==> src/rtl/mem_arbiter_if.sv <==
// mem_arbiter_if: cache request/grant, memory control and read-return signals; slave = arbiter, master = caches + memory
interface mem_arbiter_if;
  logic        icache_CacheBusy;
  logic        icache_MemRead;
  logic [15:0] icache_mem_addr;
  logic        dcache_CacheBusy;
  logic        dcache_MemRead;
  logic        dcache_MemWrite;
  logic [15:0] dcache_mem_addr;
  logic [15:0] dcache_mem_write_data;
  logic        MemDataValid;
  logic [15:0] mem_read_data;
  logic        mem_enable;
  logic        mem_wr;
  logic [15:0] mem_addr;
  logic [15:0] mem_data_in;
  logic        icache_grant;
  logic        dcache_grant;
  logic        icache_MemDataValid;
  logic        dcache_MemDataValid;
  logic [15:0] icache_mem_read_data;
  logic [15:0] dcache_mem_read_data;
  logic        proto_err;
  modport slave (
    input  icache_CacheBusy, icache_MemRead, icache_mem_addr,
    input  dcache_CacheBusy, dcache_MemRead, dcache_MemWrite, dcache_mem_addr, dcache_mem_write_data,
    input  MemDataValid, mem_read_data,
    output mem_enable, mem_wr, mem_addr, mem_data_in,
    output icache_grant, dcache_grant, icache_MemDataValid, dcache_MemDataValid,
    output icache_mem_read_data, dcache_mem_read_data, proto_err
  );
  modport master (
    output icache_CacheBusy, icache_MemRead, icache_mem_addr,
    output dcache_CacheBusy, dcache_MemRead, dcache_MemWrite, dcache_mem_addr, dcache_mem_write_data,
    output MemDataValid, mem_read_data,
    input  mem_enable, mem_wr, mem_addr, mem_data_in,
    input  icache_grant, dcache_grant, icache_MemDataValid, dcache_MemDataValid,
    input  icache_mem_read_data, dcache_mem_read_data, proto_err
  );
endinterface

==> src/rtl/mem_arbiter.sv <==
// mem_arbiter: grants shared memory to I/D cache per busy period, drives memory from owner, routes read returns via MEM_LAT-deep tracker; ports clk, rst (async high), bus (mem_arbiter_if.slave)
module mem_arbiter #(
  parameter int MEM_LAT = 4
) (
  input logic clk,
  input logic rst,
  mem_arbiter_if.slave bus
);
  typedef enum logic [1:0] {IDLE, OWN_I, OWN_D, DRAIN} state_t;
  state_t state, state_n, arb;
  logic last_d;
  logic rd;
  logic drain_done;
  logic [MEM_LAT-1:0] trk_v, trk_o;
  always_comb arb = bus.icache_CacheBusy && bus.dcache_CacheBusy ? (last_d ? OWN_I : OWN_D) :
                    bus.icache_CacheBusy ? OWN_I : bus.dcache_CacheBusy ? OWN_D : IDLE;
  assign drain_done = ~|trk_v[MEM_LAT-2:0];
  always_comb state_n = state == IDLE  ? arb :
                        state == OWN_I ? (bus.icache_CacheBusy ? OWN_I : DRAIN) :
                        state == OWN_D ? (bus.dcache_CacheBusy ? OWN_D : DRAIN) :
                        drain_done ? arb : DRAIN;
  always_ff @(posedge clk or posedge rst)
    if (rst) begin
      state            <= IDLE;
      last_d           <= 1'b0;
      bus.icache_grant <= 1'b0;
      bus.dcache_grant <= 1'b0;
    end else begin
      state            <= state_n;
      bus.icache_grant <= state_n == OWN_I;
      bus.dcache_grant <= state_n == OWN_D;
      if (state_n == DRAIN && state != DRAIN) last_d <= state == OWN_D;
    end
  assign bus.mem_enable  = state == OWN_I ? bus.icache_MemRead :
                           state == OWN_D ? bus.dcache_MemRead | bus.dcache_MemWrite : 1'b0;
  assign bus.mem_wr      = state == OWN_D && bus.dcache_MemWrite;
  assign bus.mem_addr    = state == OWN_I ? bus.icache_mem_addr :
                           state == OWN_D ? bus.dcache_mem_addr : 16'h0;
  assign bus.mem_data_in = state == OWN_D ? bus.dcache_mem_write_data : 16'h0;
  assign rd = bus.mem_enable & ~bus.mem_wr;
  always_ff @(posedge clk or posedge rst)
    if (rst) begin
      trk_v         <= '0;
      trk_o         <= '0;
      bus.proto_err <= 1'b0;
    end else begin
      trk_v         <= {trk_v[MEM_LAT-2:0], rd};
      trk_o         <= {trk_o[MEM_LAT-2:0], state == OWN_D};
      bus.proto_err <= bus.proto_err | (bus.MemDataValid != trk_v[MEM_LAT-1]);
    end
  assign bus.icache_MemDataValid  = bus.MemDataValid & trk_v[MEM_LAT-1] & ~trk_o[MEM_LAT-1];
  assign bus.dcache_MemDataValid  = bus.MemDataValid & trk_v[MEM_LAT-1] & trk_o[MEM_LAT-1];
  assign bus.icache_mem_read_data = bus.mem_read_data;
  assign bus.dcache_mem_read_data = bus.mem_read_data;
endmodule

==> src/flat_wrapper.sv <==
// flat-port wrapper written by rule: the top's interface ports become plain ports
module mem_arbiter_flat 
#(
  parameter int MEM_LAT = 4
)
  (clk, rst, bus_icache_CacheBusy, bus_icache_MemRead, bus_icache_mem_addr, bus_dcache_CacheBusy, bus_dcache_MemRead, bus_dcache_MemWrite, bus_dcache_mem_addr, bus_dcache_mem_write_data, bus_MemDataValid, bus_mem_read_data, bus_mem_enable, bus_mem_wr, bus_mem_addr, bus_mem_data_in, bus_icache_grant, bus_dcache_grant, bus_icache_MemDataValid, bus_dcache_MemDataValid, bus_icache_mem_read_data, bus_dcache_mem_read_data, bus_proto_err);
  mem_arbiter_if bus_i ();
  input logic clk;
  input logic rst;
  input wire logic [$bits(bus_i.icache_CacheBusy)-1:0] bus_icache_CacheBusy;
  input wire logic [$bits(bus_i.icache_MemRead)-1:0] bus_icache_MemRead;
  input wire logic [$bits(bus_i.icache_mem_addr)-1:0] bus_icache_mem_addr;
  input wire logic [$bits(bus_i.dcache_CacheBusy)-1:0] bus_dcache_CacheBusy;
  input wire logic [$bits(bus_i.dcache_MemRead)-1:0] bus_dcache_MemRead;
  input wire logic [$bits(bus_i.dcache_MemWrite)-1:0] bus_dcache_MemWrite;
  input wire logic [$bits(bus_i.dcache_mem_addr)-1:0] bus_dcache_mem_addr;
  input wire logic [$bits(bus_i.dcache_mem_write_data)-1:0] bus_dcache_mem_write_data;
  input wire logic [$bits(bus_i.MemDataValid)-1:0] bus_MemDataValid;
  input wire logic [$bits(bus_i.mem_read_data)-1:0] bus_mem_read_data;
  output wire logic [$bits(bus_i.mem_enable)-1:0] bus_mem_enable;
  output wire logic [$bits(bus_i.mem_wr)-1:0] bus_mem_wr;
  output wire logic [$bits(bus_i.mem_addr)-1:0] bus_mem_addr;
  output wire logic [$bits(bus_i.mem_data_in)-1:0] bus_mem_data_in;
  output wire logic [$bits(bus_i.icache_grant)-1:0] bus_icache_grant;
  output wire logic [$bits(bus_i.dcache_grant)-1:0] bus_dcache_grant;
  output wire logic [$bits(bus_i.icache_MemDataValid)-1:0] bus_icache_MemDataValid;
  output wire logic [$bits(bus_i.dcache_MemDataValid)-1:0] bus_dcache_MemDataValid;
  output wire logic [$bits(bus_i.icache_mem_read_data)-1:0] bus_icache_mem_read_data;
  output wire logic [$bits(bus_i.dcache_mem_read_data)-1:0] bus_dcache_mem_read_data;
  output wire logic [$bits(bus_i.proto_err)-1:0] bus_proto_err;
  assign bus_i.icache_CacheBusy = bus_icache_CacheBusy;
  assign bus_i.icache_MemRead = bus_icache_MemRead;
  assign bus_i.icache_mem_addr = bus_icache_mem_addr;
  assign bus_i.dcache_CacheBusy = bus_dcache_CacheBusy;
  assign bus_i.dcache_MemRead = bus_dcache_MemRead;
  assign bus_i.dcache_MemWrite = bus_dcache_MemWrite;
  assign bus_i.dcache_mem_addr = bus_dcache_mem_addr;
  assign bus_i.dcache_mem_write_data = bus_dcache_mem_write_data;
  assign bus_i.MemDataValid = bus_MemDataValid;
  assign bus_i.mem_read_data = bus_mem_read_data;
  assign bus_mem_enable = bus_i.mem_enable;
  assign bus_mem_wr = bus_i.mem_wr;
  assign bus_mem_addr = bus_i.mem_addr;
  assign bus_mem_data_in = bus_i.mem_data_in;
  assign bus_icache_grant = bus_i.icache_grant;
  assign bus_dcache_grant = bus_i.dcache_grant;
  assign bus_icache_MemDataValid = bus_i.icache_MemDataValid;
  assign bus_dcache_MemDataValid = bus_i.dcache_MemDataValid;
  assign bus_icache_mem_read_data = bus_i.icache_mem_read_data;
  assign bus_dcache_mem_read_data = bus_i.dcache_mem_read_data;
  assign bus_proto_err = bus_i.proto_err;
  mem_arbiter #(.MEM_LAT(MEM_LAT)) u_core (.clk(clk), .rst(rst), .bus(bus_i));
endmodule
==> config.mk <==
export PLATFORM = sky130hd
export DESIGN_NAME = mem_arbiter_flat
export DESIGN_NICKNAME = d
export VERILOG_FILES = /design/src/rtl/mem_arbiter_if.sv /design/src/rtl/mem_arbiter.sv /design/src/flat_wrapper.sv
export SDC_FILE = /design/constraint.sdc
export NUM_CORES = 1
export LEC_CHECK = 0
export BUFFER_PORTS_ARGS = -buffer_cell sky130_fd_sc_hd__buf_2
export CORE_ASPECT_RATIO = 1.4
export CORE_UTILIZATION = 31
export DETAILED_ROUTE_END_ITERATION = 7
export PLACE_DENSITY = 0.84
export SLEW_MARGIN = 40
export SYNTH_ARGS = -nofsm -noshare
export SYNTH_HDL_FRONTEND = slang
export SYNTH_SLANG_ARGS = --single-unit
==> constraint.sdc <==
create_clock -name clk -period 1.45 [get_ports clk]
set_input_delay 0.0725 -clock clk [delete_from_list [all_inputs] [get_ports clk]]
set_output_delay 0.0725 -clock clk [all_outputs]
set_load 0.05 [all_outputs]
After elaboration in Yosys (flattened, before gate mapping)
Index checks and enable logic that the tools add are counted.
{"block": "word_totals", "regBits": 14, "in_bits": 72, "out_inout_bits": 71, "wordCells": 42}
{"block": "op_classes", "eq_ne": 7, "mux": 15, "n_bitwise": 8, "n_reduce_logical": 5}
{"operator": "2-to-1 mux 16 bit", "n": 3}
{"operator": "2-to-1 mux 2 bit", "n": 9}
{"operator": "== test 2 bit, second input constant", "n": 3}
{"operator": "bitwise AND 1 bit", "n": 4}
{"operator": "== test 2 x 1 -> 1 bit, second input constant", "n": 2}
{"operator": "logical AND 1 bit", "n": 3}
{"operator": "2-to-1 mux 1 bit", "n": 3}
{"operator": "OR reduction 3 bit", "n": 1}
{"operator": "logical NOT 2 bit", "n": 1}
{"operator": "!= test 2 bit, second input constant", "n": 1}
{"operator": "NOT 1 bit", "n": 2}
{"operator": "bitwise OR 1 bit", "n": 2}
{"operator": "!= test 1 bit", "n": 1}

Depth between registers and ports, before layout
{"block": "depth", "ltp_word": 9, "mapped_depth": 5, "ltp_nobuf": 3}

Worst setup path after synthesis
Ideal clock, no wire load.
{"block": "synth_path", "path_kind": "register -> output", "from": "reg u_core.state[0]", "to": "out bus_mem_addr[10]", "t_arrival_ns": 1.378, "required_time_ns": 1.378, "slack_ns": -0.001, "path_stages_with_launch": 6, "path_buffers": 3, "cell_sequence": "dfrtp_1 > buf_4 > nor2b_1 > buf_2 > buf_2 > a22o_1"}
{"block": "synth_via", "elab_chain_len": 3, "elab_cells_between_ends": 4, "classes_between": "2 x eq/ne; 2 x mux"}
{"element": "from (decl)", "line": "mem_arbiter.sv:10", "text": "state_t state, state_n, arb;"}
{"element": "from (signal assigned)", "line": "mem_arbiter.sv:29", "text": "state <= state_n;"}
{"element": "== test 2 bit", "line": "mem_arbiter.sv:38", "text": "state == OWN_D ? bus.dcache_mem_addr : 16'h0;"}
{"element": "2-to-1 mux 16 bit", "line": "mem_arbiter.sv:38"}
{"element": "2-to-1 mux 16 bit (*)", "line": "mem_arbiter.sv:37", "text": "assign bus.mem_addr = state == OWN_I ? bus.icache_mem_addr :"}
{"element": "to (decl)", "line": "flat_wrapper.sv:22", "text": "output wire logic [$bits(bus_i.mem_addr)-1:0] bus_mem_addr;"}
Every way passes the cells marked *; elsewhere a longest branch is shown, timed or not.

Worst setup path after layout
{"block": "layout_path", "from": "reg u_core.state[1]", "to": "out bus_mem_addr[10]"}
Same word-level chain as after synthesis.

==> flow_summary.ini <==
[outcome]
run_status = complete, but fails checks
failing_checks = negative setup slack

[pwr]
p_leak_uw = 0.0008994
totalPowerFinal_uw = 4213
power_per_cell_area_nw_per_um2 = 2456
vdd.ir_drop.worst_mv = 1.159

[layout]
syn2layout_area_growth_pct = 58.50
antenna_cells_inserted = 0
stdcell_area_um2 = 1715
final_cell_count_no_fill = 226
fraction_of_layout_cells_with_a_size_suffix_above_1 = 0.6290
final_nets = 260

[sta]
timing_worst_slew_pin_value_ps = 512.2
achievable-frequency_ghz = 0.6806
final_setup_skew_ps = 0.3552
fin_crit_sh = 1.013
rsz0062_at_grt = yes
period_minus_slack_ps = 1469
timing_max_transition_violations_final = 0
max_slew_margin = 0.6582
timing.final.ws_setup_ps = -19.35
report.final.hold_viol_count = 0
hold_ws_ps = 88.77
setup_viol_count_final = 4

[drt]
ant_nets = 0
dr.pass1.iters = 4
drt_iter0_drc = 30
vias_per_cell = 4.677
post-route-drc-count = 0
num_vias = 1057
drt-wirelength-per-cell_um = 13.32
drt_wl_total_mm = 3.010

[floorplanning]
row_count = 25
design.die.area_um2 = 3735
core_area_um2 = 3347
ioPinCount = 143
floorplan.initialDensity = 0.3234
die_w_um = 51.94
fp.dieH_um = 71.91

[min_path]
worstHoldEndpoint = u_core.bus.icache_grant
worst_hold_path_type = input port to flip-flop
min_from = bus_icache_CacheBusy
number_of_cells_on_the_worst_hold_path = 2

[setup_path]
arrival_ps = 1400
timing.critical_path.cells = nor2b_4 > buf_12 > a22o_2 > buf_12
critPathMaxFanout = 36
timing.reg2reg.setup_slack_ps = 40
criticalPathCategory = flip-flop to output port
dominant_cell_type_by_count_on_the_critical_path = sky130_fd_sc_hd__buf_12
r2r-start = u_core.trk_v[0]
worst_path_largest_cell_delay_ps = 400
required_ps = 1380
r2r-end = u_core.state[1]
crit_path_top_delay_cell = sky130_fd_sc_hd__dfrtp_1
r2r.worst_path.cells = 3
timing.critical_path.from_type = flip-flop
crit_buf_inv = 2
critical_path_launch_point = u_core.state[1]
timing.critical_path.max_delay_family = flip-flops
setup.worst_path.end_class = output port

[clocking]
tritoncts = done
max-clock-path-buffers = 2
clk_root_buffer_cell = sky130_fd_sc_hd__clkbuf_8
clock-sinks = 14
clk_transition_reported_paths_ps = 60
ctsHtreeMaxLevel = 1
clock_latency_ps = 250
cts_inserted_buffers = 3
postCtsSetupBuffers = 0

[global_routing]
number_of_global_route_vias_before_repair = 909
globalRouteTotalUtil = 0.1591
globalRoute.totalOverflow = 0
antenna_found_initial = 0
grt_first_pass_wirelength_mm = 4.347
grt_max_degree = 37

[yosys]
synthTopCellsByCount = sky130_fd_sc_hd__buf_4 (33), sky130_fd_sc_hd__and2_1 (19), sky130_fd_sc_hd__a22o_1 (16)
yosysTopAreaCell = sky130_fd_sc_hd__dfrtp_1
synthFlopType = sky130_fd_sc_hd__dfrtp_1
synth_most_common_cell = sky130_fd_sc_hd__buf_4
synth_area_per_cell_um2 = 8.799
mappedNetlistArea_um2 = 1082
synth_top_area_share = 0.3237
synth.net_count = 196
post_synth_edffs = 0
synth.ff_latch_count = 14
seq_area_frac_synth = 0.3237
synth.top_cells.by_area = sky130_fd_sc_hd__dfrtp_1 (32%), sky130_fd_sc_hd__buf_4 (23%), sky130_fd_sc_hd__a22o_1 (13%)
synth-async-reset-ratio = 1.000
number_of_instances_in_the_synthesized_netlist = 123
synth_unique_cells = 22
ys_warn_count = 0

[run]
maxCapViolations = 0

[placement]
place_congestion = 0.8871
dp_hpwl_mm = 2.515
postPlaceCellArea_um2 = 1453
numPlacedInstances = 221
buffer_ports.inserted = 94
[layer usage]
| metal | vias up | wire (um) | global-route usage |
|---|---|---|---|
| met2 | 86 | 1382 | 0.2293 |
| met1 | 446 | 1193 | 0.2060 |
| met5 | - | 0 | 0 |
| li1 | 512 | - | - |
| met3 | 13 | 330 | 0.04403 |
| met4 | 0 | 103 | 0.09910 |
[worst max-delay path by stage]
stage | endpoint | cells after the start
2_1_floorplan | bus_mem_addr[12] | 5
3_3_place_gp | u_core.state[1] | 3
3_5_place_dp | u_core.state[1] | 3
4_1_cts | bus_mem_addr[10] | 4
5_1_grt | bus_mem_enable | 5
6_report | bus_mem_addr[10] | 4
[flip-flops by register name, indices dropped and copies added, names as in the netlist]
| name | flops |
|---|---|
| u_core.bus.dcache_grant | 1 |
| u_core.bus.proto_err | 1 |
| u_core.trk_v | 4 |
| u_core.trk_o | 4 |
| u_core.last_d | 1 |
| u_core.state | 2 |
| u_core.bus.icache_grant | 1 |
[power by group]
part	total, uW	internal [uW]	switching, uW
logic	3180	1250	1930
clock network	383	241	143
registers	650	557	92.9
total	4210	2050	2160
[worst register-to-register path, cell delays in order, from the launching register on]
cell	delay [ps]
sky130_fd_sc_hd__dfrtp_1	390
sky130_fd_sc_hd__or4b_4	540
sky130_fd_sc_hd__a222oi_1	260
sky130_fd_sc_hd__nand2_1	100
[cell type report]
class,count,area [um^2]
fill,320,1632
timing repair buffer,99,783.3
multi-input combinational,66,464.2
sequential,14,351.6
clock buffer,4,55.05
tap,40,50.05
inverter,3,11.26
[placed cells by master, fill, tap and decap left out, drive strengths merged, types with 2 or more instances in the layout]
cell	synthesis	routed
a21oi	6	6
a22o	16	16
and2	19	19
buf	39	98
clkbuf	1	4
dfrtp	14	14
inv	3	3
nand2	3	3
nor2	2	2
nor2b	3	3
nor3	2	2
o21ai	6	6
[kinds of logic (layout without fill, tap and decap cells)]
logic type,Yosys count,in the layout,share of synthesized area
AO/OA/AOI/OAI,31,31,0.2069
adder cells (fa/ha/maj),1,1,0.01156
buffers and inverters,43,106,0.2717
flip-flops,14,14,0.3237
AND/OR/NAND/NOR,34,34,0.1861
[timing repair]
action                                  CTS  global route
hold buffers                              1             0
hold endpoints to repair                 14             0
gates resized for setup                  48            16
endpoints found under the setup margin   34            35
pin swaps                                 0             3
[through the flow]
stage,setup TNS [ps],utilization,setup slack [ps]
finish,-50.83,0.5125,-19.35
global route,-941.2,0.5125,-68.23
CTS,-290.9,0.4957,-39.92
detailed placement,0,0.4340,85.87
global placement,0,0.4340,125.3
floorplan,0,-,0.1501
Note: power is estimated with default switching activity, not from simulation.
